## config.mk

```make
export PLATFORM = sky130hd
export DESIGN_NAME = mult_share_arbiter
export DESIGN_NICKNAME = d
export VERILOG_FILES = /design/src/rtl/mult_share_arbiter.sv
export SDC_FILE = /design/constraint.sdc
export NUM_CORES = 1
export LEC_CHECK = 0
export CAP_MARGIN = 25
export CORE_MARGIN = 4
export CORE_UTILIZATION = 35
export CTS_BUF_LIST = sky130_fd_sc_hd__clkbuf_8
export CTS_CLUSTER_DIAMETER = 120
export CTS_CLUSTER_SIZE = 28
export DETAILED_ROUTE_END_ITERATION = 10
export PLACE_DENSITY = 0.81
export SLEW_MARGIN = 20
export SYNTH_ARGS = -nofsm -noshare
export SYNTH_HDL_FRONTEND = slang
export SYNTH_SLANG_ARGS = --single-unit
export TNS_END_PERCENT = 30
```

## constraint.sdc

```tcl
create_clock -name clk_i -period 2.6 [get_ports clk_i]
set_clock_uncertainty 0.1 [all_clocks]
set_input_delay 0.78 -clock clk_i [delete_from_list [all_inputs] [get_ports clk_i]]
set_output_delay 0.78 -clock clk_i [all_outputs]
set_load 0.02 [all_outputs]
```

## src/rtl/mult_share_arbiter.sv

```systemverilog
`timescale 1ns/1ps
`default_nettype none
// +------------------------------------------------------------------------+
// | mult_share_arbiter: round-robin sharing of one multiplier among N_REQ   |
// | requesters; latches operands, sequences start/busy, returns product.    |
// | Revision: 1.0                                                           |
// +------------------------------------------------------------------------+
module mult_share_arbiter #(
  parameter int N_REQ   = 4,
  parameter int WIDTH   = 8,
  parameter int TIMEOUT = 15
) (
  input  logic                     clk_i,
  input  logic                     rst_i,
  input  logic [N_REQ-1:0]         req_bi,
  input  logic [N_REQ*WIDTH-1:0]   a_bi,
  input  logic [N_REQ*WIDTH-1:0]   b_bi,
  output logic [N_REQ-1:0]         grant_bo,
  output logic [N_REQ-1:0]         done_bo,
  output logic                     err_o,
  output logic [2*WIDTH-1:0]       res_bo,
  output logic                     busy_o,
  output logic                     mul_start_o,
  output logic [WIDTH-1:0]         mul_a_bo,
  output logic [WIDTH-1:0]         mul_b_bo,
  input  logic                     mul_busy_i,
  input  logic [2*WIDTH-1:0]       mul_y_bi
);

  localparam int               PTR_W     = (N_REQ > 1) ? $clog2(N_REQ) : 1;
  localparam int               CNT_W     = $clog2(TIMEOUT + 1);
  localparam logic [PTR_W-1:0] LAST_IDX  = PTR_W'(N_REQ - 1);
  localparam logic [CNT_W-1:0] TIMEOUT_C = CNT_W'(TIMEOUT);

  typedef enum logic [1:0] {
    ST_IDLE  = 2'd0,
    ST_START = 2'd1,
    ST_RUN   = 2'd2
  } state_t;

  state_t             state_q, state_d;
  logic [PTR_W-1:0]   rr_q, rr_d;
  logic [PTR_W-1:0]   owner_q, owner_d;
  logic [CNT_W-1:0]   cnt_q, cnt_d;
  logic [N_REQ-1:0]   grant_q, grant_d;
  logic [N_REQ-1:0]   done_q, done_d;
  logic               err_q, err_d;
  logic               start_q, start_d;
  logic [2*WIDTH-1:0] res_q, res_d;
  logic [WIDTH-1:0]   a_q, a_d;
  logic [WIDTH-1:0]   b_q, b_d;

  logic [PTR_W-1:0]   pick;
  logic               pick_vld;
  logic [WIDTH-1:0]   sel_a, sel_b;
  logic [PTR_W-1:0]   rr_next;
  logic [CNT_W-1:0]   cnt_inc;

  // Scan offsets from high to low so the requester closest to rr_q wins.
  always_comb begin
    logic [PTR_W-1:0] j;
    pick     = rr_q;
    pick_vld = 1'b0;
    for (int k = N_REQ - 1; k >= 0; k--) begin
      j = PTR_W'((int'(rr_q) + k) % N_REQ);
      if (req_bi[j]) begin
        pick     = j;
        pick_vld = 1'b1;
      end
    end
  end

  always_comb begin
    sel_a = '0;
    sel_b = '0;
    for (int i = 0; i < N_REQ; i++) begin
      if (pick == PTR_W'(i)) begin
        sel_a = a_bi[i*WIDTH +: WIDTH];
        sel_b = b_bi[i*WIDTH +: WIDTH];
      end
    end
  end

  assign rr_next = (owner_q == LAST_IDX) ? '0 : owner_q + 1'b1;
  assign cnt_inc = cnt_q + 1'b1;

  always_comb begin
    state_d = state_q;
    rr_d    = rr_q;
    owner_d = owner_q;
    cnt_d   = cnt_q;
    grant_d = grant_q;
    done_d  = '0;
    err_d   = 1'b0;
    start_d = start_q;
    res_d   = res_q;
    a_d     = a_q;
    b_d     = b_q;
    unique case (state_q)
      ST_IDLE: begin
        cnt_d = '0;
        if (pick_vld) begin
          a_d     = sel_a;
          b_d     = sel_b;
          owner_d = pick;
          grant_d = N_REQ'(1) << pick;
          start_d = 1'b1;
          state_d = ST_START;
        end
      end
      ST_START: begin
        cnt_d = cnt_inc;
        if (mul_busy_i) begin
          start_d = 1'b0;
          cnt_d   = '0;
          state_d = ST_RUN;
        end else if (cnt_inc == TIMEOUT_C) begin
          // Multiplier never acknowledged: report an errored, zero result.
          start_d = 1'b0;
          res_d   = '0;
          err_d   = 1'b1;
          done_d  = grant_q;
          grant_d = '0;
          cnt_d   = '0;
          rr_d    = rr_next;
          state_d = ST_IDLE;
        end
      end
      ST_RUN: begin
        if (!mul_busy_i) begin
          res_d   = mul_y_bi;
          done_d  = grant_q;
          grant_d = '0;
          rr_d    = rr_next;
          state_d = ST_IDLE;
        end
      end
      default: state_d = ST_IDLE;
    endcase
  end

  always_ff @(posedge clk_i or negedge rst_i) begin
    if (!rst_i) begin
      state_q <= ST_IDLE;
      rr_q    <= '0;
      owner_q <= '0;
      cnt_q   <= '0;
      grant_q <= '0;
      done_q  <= '0;
      err_q   <= 1'b0;
      start_q <= 1'b0;
      res_q   <= '0;
      a_q     <= '0;
      b_q     <= '0;
    end else begin
      state_q <= state_d;
      rr_q    <= rr_d;
      owner_q <= owner_d;
      cnt_q   <= cnt_d;
      grant_q <= grant_d;
      done_q  <= done_d;
      err_q   <= err_d;
      start_q <= start_d;
      res_q   <= res_d;
      a_q     <= a_d;
      b_q     <= b_d;
    end
  end

  assign grant_bo    = grant_q;
  assign done_bo     = done_q;
  assign err_o       = err_q;
  assign res_bo      = res_q;
  assign busy_o      = (state_q != ST_IDLE);
  assign mul_start_o = start_q;
  assign mul_a_bo    = a_q;
  assign mul_b_bo    = b_q;

endmodule
`default_nettype wire

```

==> impl_metrics.yaml <==
logic_synthesis:
  syn_avg_cell_area_um2: 10.78
  synth_common_cells: "dfrtp_1, mux2i_1, nor2_1"
  async_reset_ff_share_pct: 100.0
  synth_area_leader_cell: "dfrtp_1"
  syn-cell-area_um2: 2726
  ys_seq_area_share_pct: 47.73
  synth_edf_count: 0
  ys.flop_type: "dfrtp_1"
  synth_top_area_share_pct: 47.73
  synth_area_leaders: "dfrtp_1, mux2i_1, a22o_1, nor2_1, a211oi_1"
  synth_cell_types: 44
  yosysWarnings: 0
  syn-instance-count: 253
  synth_most_common_cell: "dfrtp_1"
  synth_seq_cells: 52
  synth_fp_nets: 347
routing:
  routed_wl_um: 7633
  first_iter_violations: 33
  vias: 2557
  first_pass_iters: 4
  wl_per_cell_um: 15.24
  antenna_left: 0
  drc: 0
  via_per_inst: 5.104
clock_network:
  cts_sinks: 52
  cts_tree: "yes"
  clk_latency_ns: 0.29
  htree_levels: 2
  tritoncts.num_buffers: 5
  path_clk_slew_ns: 0.10
  postCtsHoldBufs: 0
  cts_root_buf: "clkbuf_8"
  cts.path.max_buffers: 2
die:
  die_h_um: 96.26
  io_pins: 130
  coreArea_um2: 7408
  placementRows: 31
  fp.dieW_um: 96.26
  dieArea_um2: 9266
  start_util_pct: 36.80
global_routing:
  antenna_found_initial: 0
  grt_util_all_layers_pct: 16.07
  grt_pass1_vias: 2618
  grt_pass1_wl_um: 11750
  overflow: 0
  grt_max_degree: 35
setup_path:
  r2r_cells: 5
  rrSetupSlack_ns: 0.39
  critPathRequiredTime_ns: 2.65
  r2r-start: "cnt_q[0]$_DFFE_PN0N_"
  path_class: "in2reg"
  cp_max_fo: 13
  end_kind: "flip-flop"
  reg2reg_to: "state_q[0]$_DFFE_PN0P_"
  start_kind: "input port"
  crit_arrival_ns: 2.53
sta:
  fin_crit_sh_pct: 95.46
  period_needed_ns: 2.482
  setup_viol: 0
  clock.fmax_ghz: 0.4029
  setup_tns_ns: 0
  setup_slack_ns: 0.1180
  slew_viol_final: 0
  worstMarginPinSlew_ns: 0.8900
  finalHoldViolCount: 0
  slew-limit-headroom_pct: 40.16
placement:
  place_ws_ns: -0.2828
  place_hpwl_um: 5974
  place_congestion: 0.8411
  port-buffer-count: 129
  place_area_um2: 4253
pwr:
  power_density_nw_per_um2: 1036
  total_power_mw: 4.565
  ir_worst_vdd_mv: 0.4258
  p_leak_nw: 1.882
run_status:
  outcome: "finished clean"
finish:
  final_util_pct: 59.48
  fin_area_um2: 4407
  n_antenna_cell: 0
  layout.nets: 495
  area_growth_pct: 61.63
  drive_gt1_share_pct: 11.44
flow_run:
  drv_cap: 0
hold_path:
  hp-class: "in2async"
==> report_power, final <==
part	leakage [nW]	switching [mW]	internal, mW
Clock	0.0593	0.255	0.282
Sequential	0.639	0.225	1.15
Combinational	1.18	1.32	1.33
Total	1.88	1.80	2.76
==> registers in the layout, indices dropped and copies added, names as in the netlist <==
| name | flops |
|---|---|
| res_bo | 16 |
| mul_a_bo | 8 |
| mul_b_bo | 8 |
| cnt_q | 4 |
| done_bo | 4 |
| grant_bo | 4 |
| owner_q | 2 |
| rr_q | 2 |
| state_q | 2 |
| err_o | 1 |
| mul_start_o | 1 |
==> metrics by stage <==
step | hold slack (ns) | instances
4_1_cts | 0.3801 | 499
3_3_place_gp | 0.3868 | 491
3_5_place_dp | 0.3914 | 491
2_1_floorplan | 0.3703 | 253
6_report | 0.3631 | 501
5_1_grt | 0.4092 | 501
==> worst max path at each step <==
stage                     startpoint                      end  slack [ns]  depth (start not counted)
after global routing       req_bi[0]  mul_b_bo[1]$_DFFE_PN0P_      -0.004                          9
after detailed placement   req_bi[3]  mul_a_bo[6]$_DFFE_PN0P_       -0.28                          7
after CTS                  req_bi[3]  mul_a_bo[6]$_DFFE_PN0P_        0.02                          7
after global placement     req_bi[3]  mul_a_bo[6]$_DFFE_PN0P_       -0.25                          7
final                      req_bi[3]  mul_a_bo[6]$_DFFE_PN0P_        0.12                          7
after floorplan            req_bi[0]  mul_a_bo[2]$_DFFE_PN0P_        0.25                          6
==> worst max-delay path: stages <==
cell and delay (ns):
clkdlybuf4s50_1 0.47, and3b_1 0.17, or4_4 0.50, and2_2 0.23
nor2_4 0.15, buf_12 0.15, a221oi_1 0.08
==> routing by layer <==
metal,part of all wire [%],global-route usage [%],vias to the layer above,wire [µm]
met5,0,0,-,0
met4,1.0,4.976,0,80
met3,9.4,5.082,8,721
met2,48,26.80,116,3655
met1,42,19.73,1199,3174
li1,-,-,1234,-
==> area by class of cell <==
class,count,area [µm²]
Clock buffer,5,68.82
Sequential cell,52,1301
Multi-Input combinational cell,180,1336
Inverter,10,37.54
Tap cell,99,123.9
Clock inverter,3,38.79
Timing Repair Buffer,152,1500
Fill cell,637,3002
==> placed cells by master, fill, tap and decap left out, types with 2 or more instances in the layout <==
cell and n:
o31a_1 6, nand2_1 16, o211ai_1 2, mux2i_1 27, o21ai_0 7, a211oi_1 12, inv_1 11, nand2b_1 2
ha_1 7, a22o_1 16, and3b_1 2, a21oi_1 2, nand3_1 4, dfrtp_1 52, nor2_1 25, and2_1 2
a221oi_1 10, nor2b_1 5, clkdlybuf4s50_1 127, buf_12 2, a31oi_1 2, mux2_2 6, buf_4 20, clkbuf_8 5
nor2_2 2, nor3_1 5
==> logic make-up (layout without fill, tap and decap cells) <==
family,count (synthesis),in the layout,share of synthesized area (%)
AO/OA/AOI/OAI,69,69,20.19
XOR/XNOR,1,1,0.3213
adder cells (fa/ha/maj),7,7,3.212
buffers and inverters,21,170,3.809
flip-flops,52,52,47.73
multiplexers,33,33,12.39
AND/OR/NAND/NOR,70,70,12.35
==> timing repair <==
item                                   4_1_cts  5_1_grt
setup buffers                                0        1
endpoints found under the hold margin        0        0
pin swaps                                    0        1
gates resized for setup                      1        5
setup endpoints to repair                    1       17
cloned                                       0        1
Note: power is estimated with default switching activity, not from simulation.
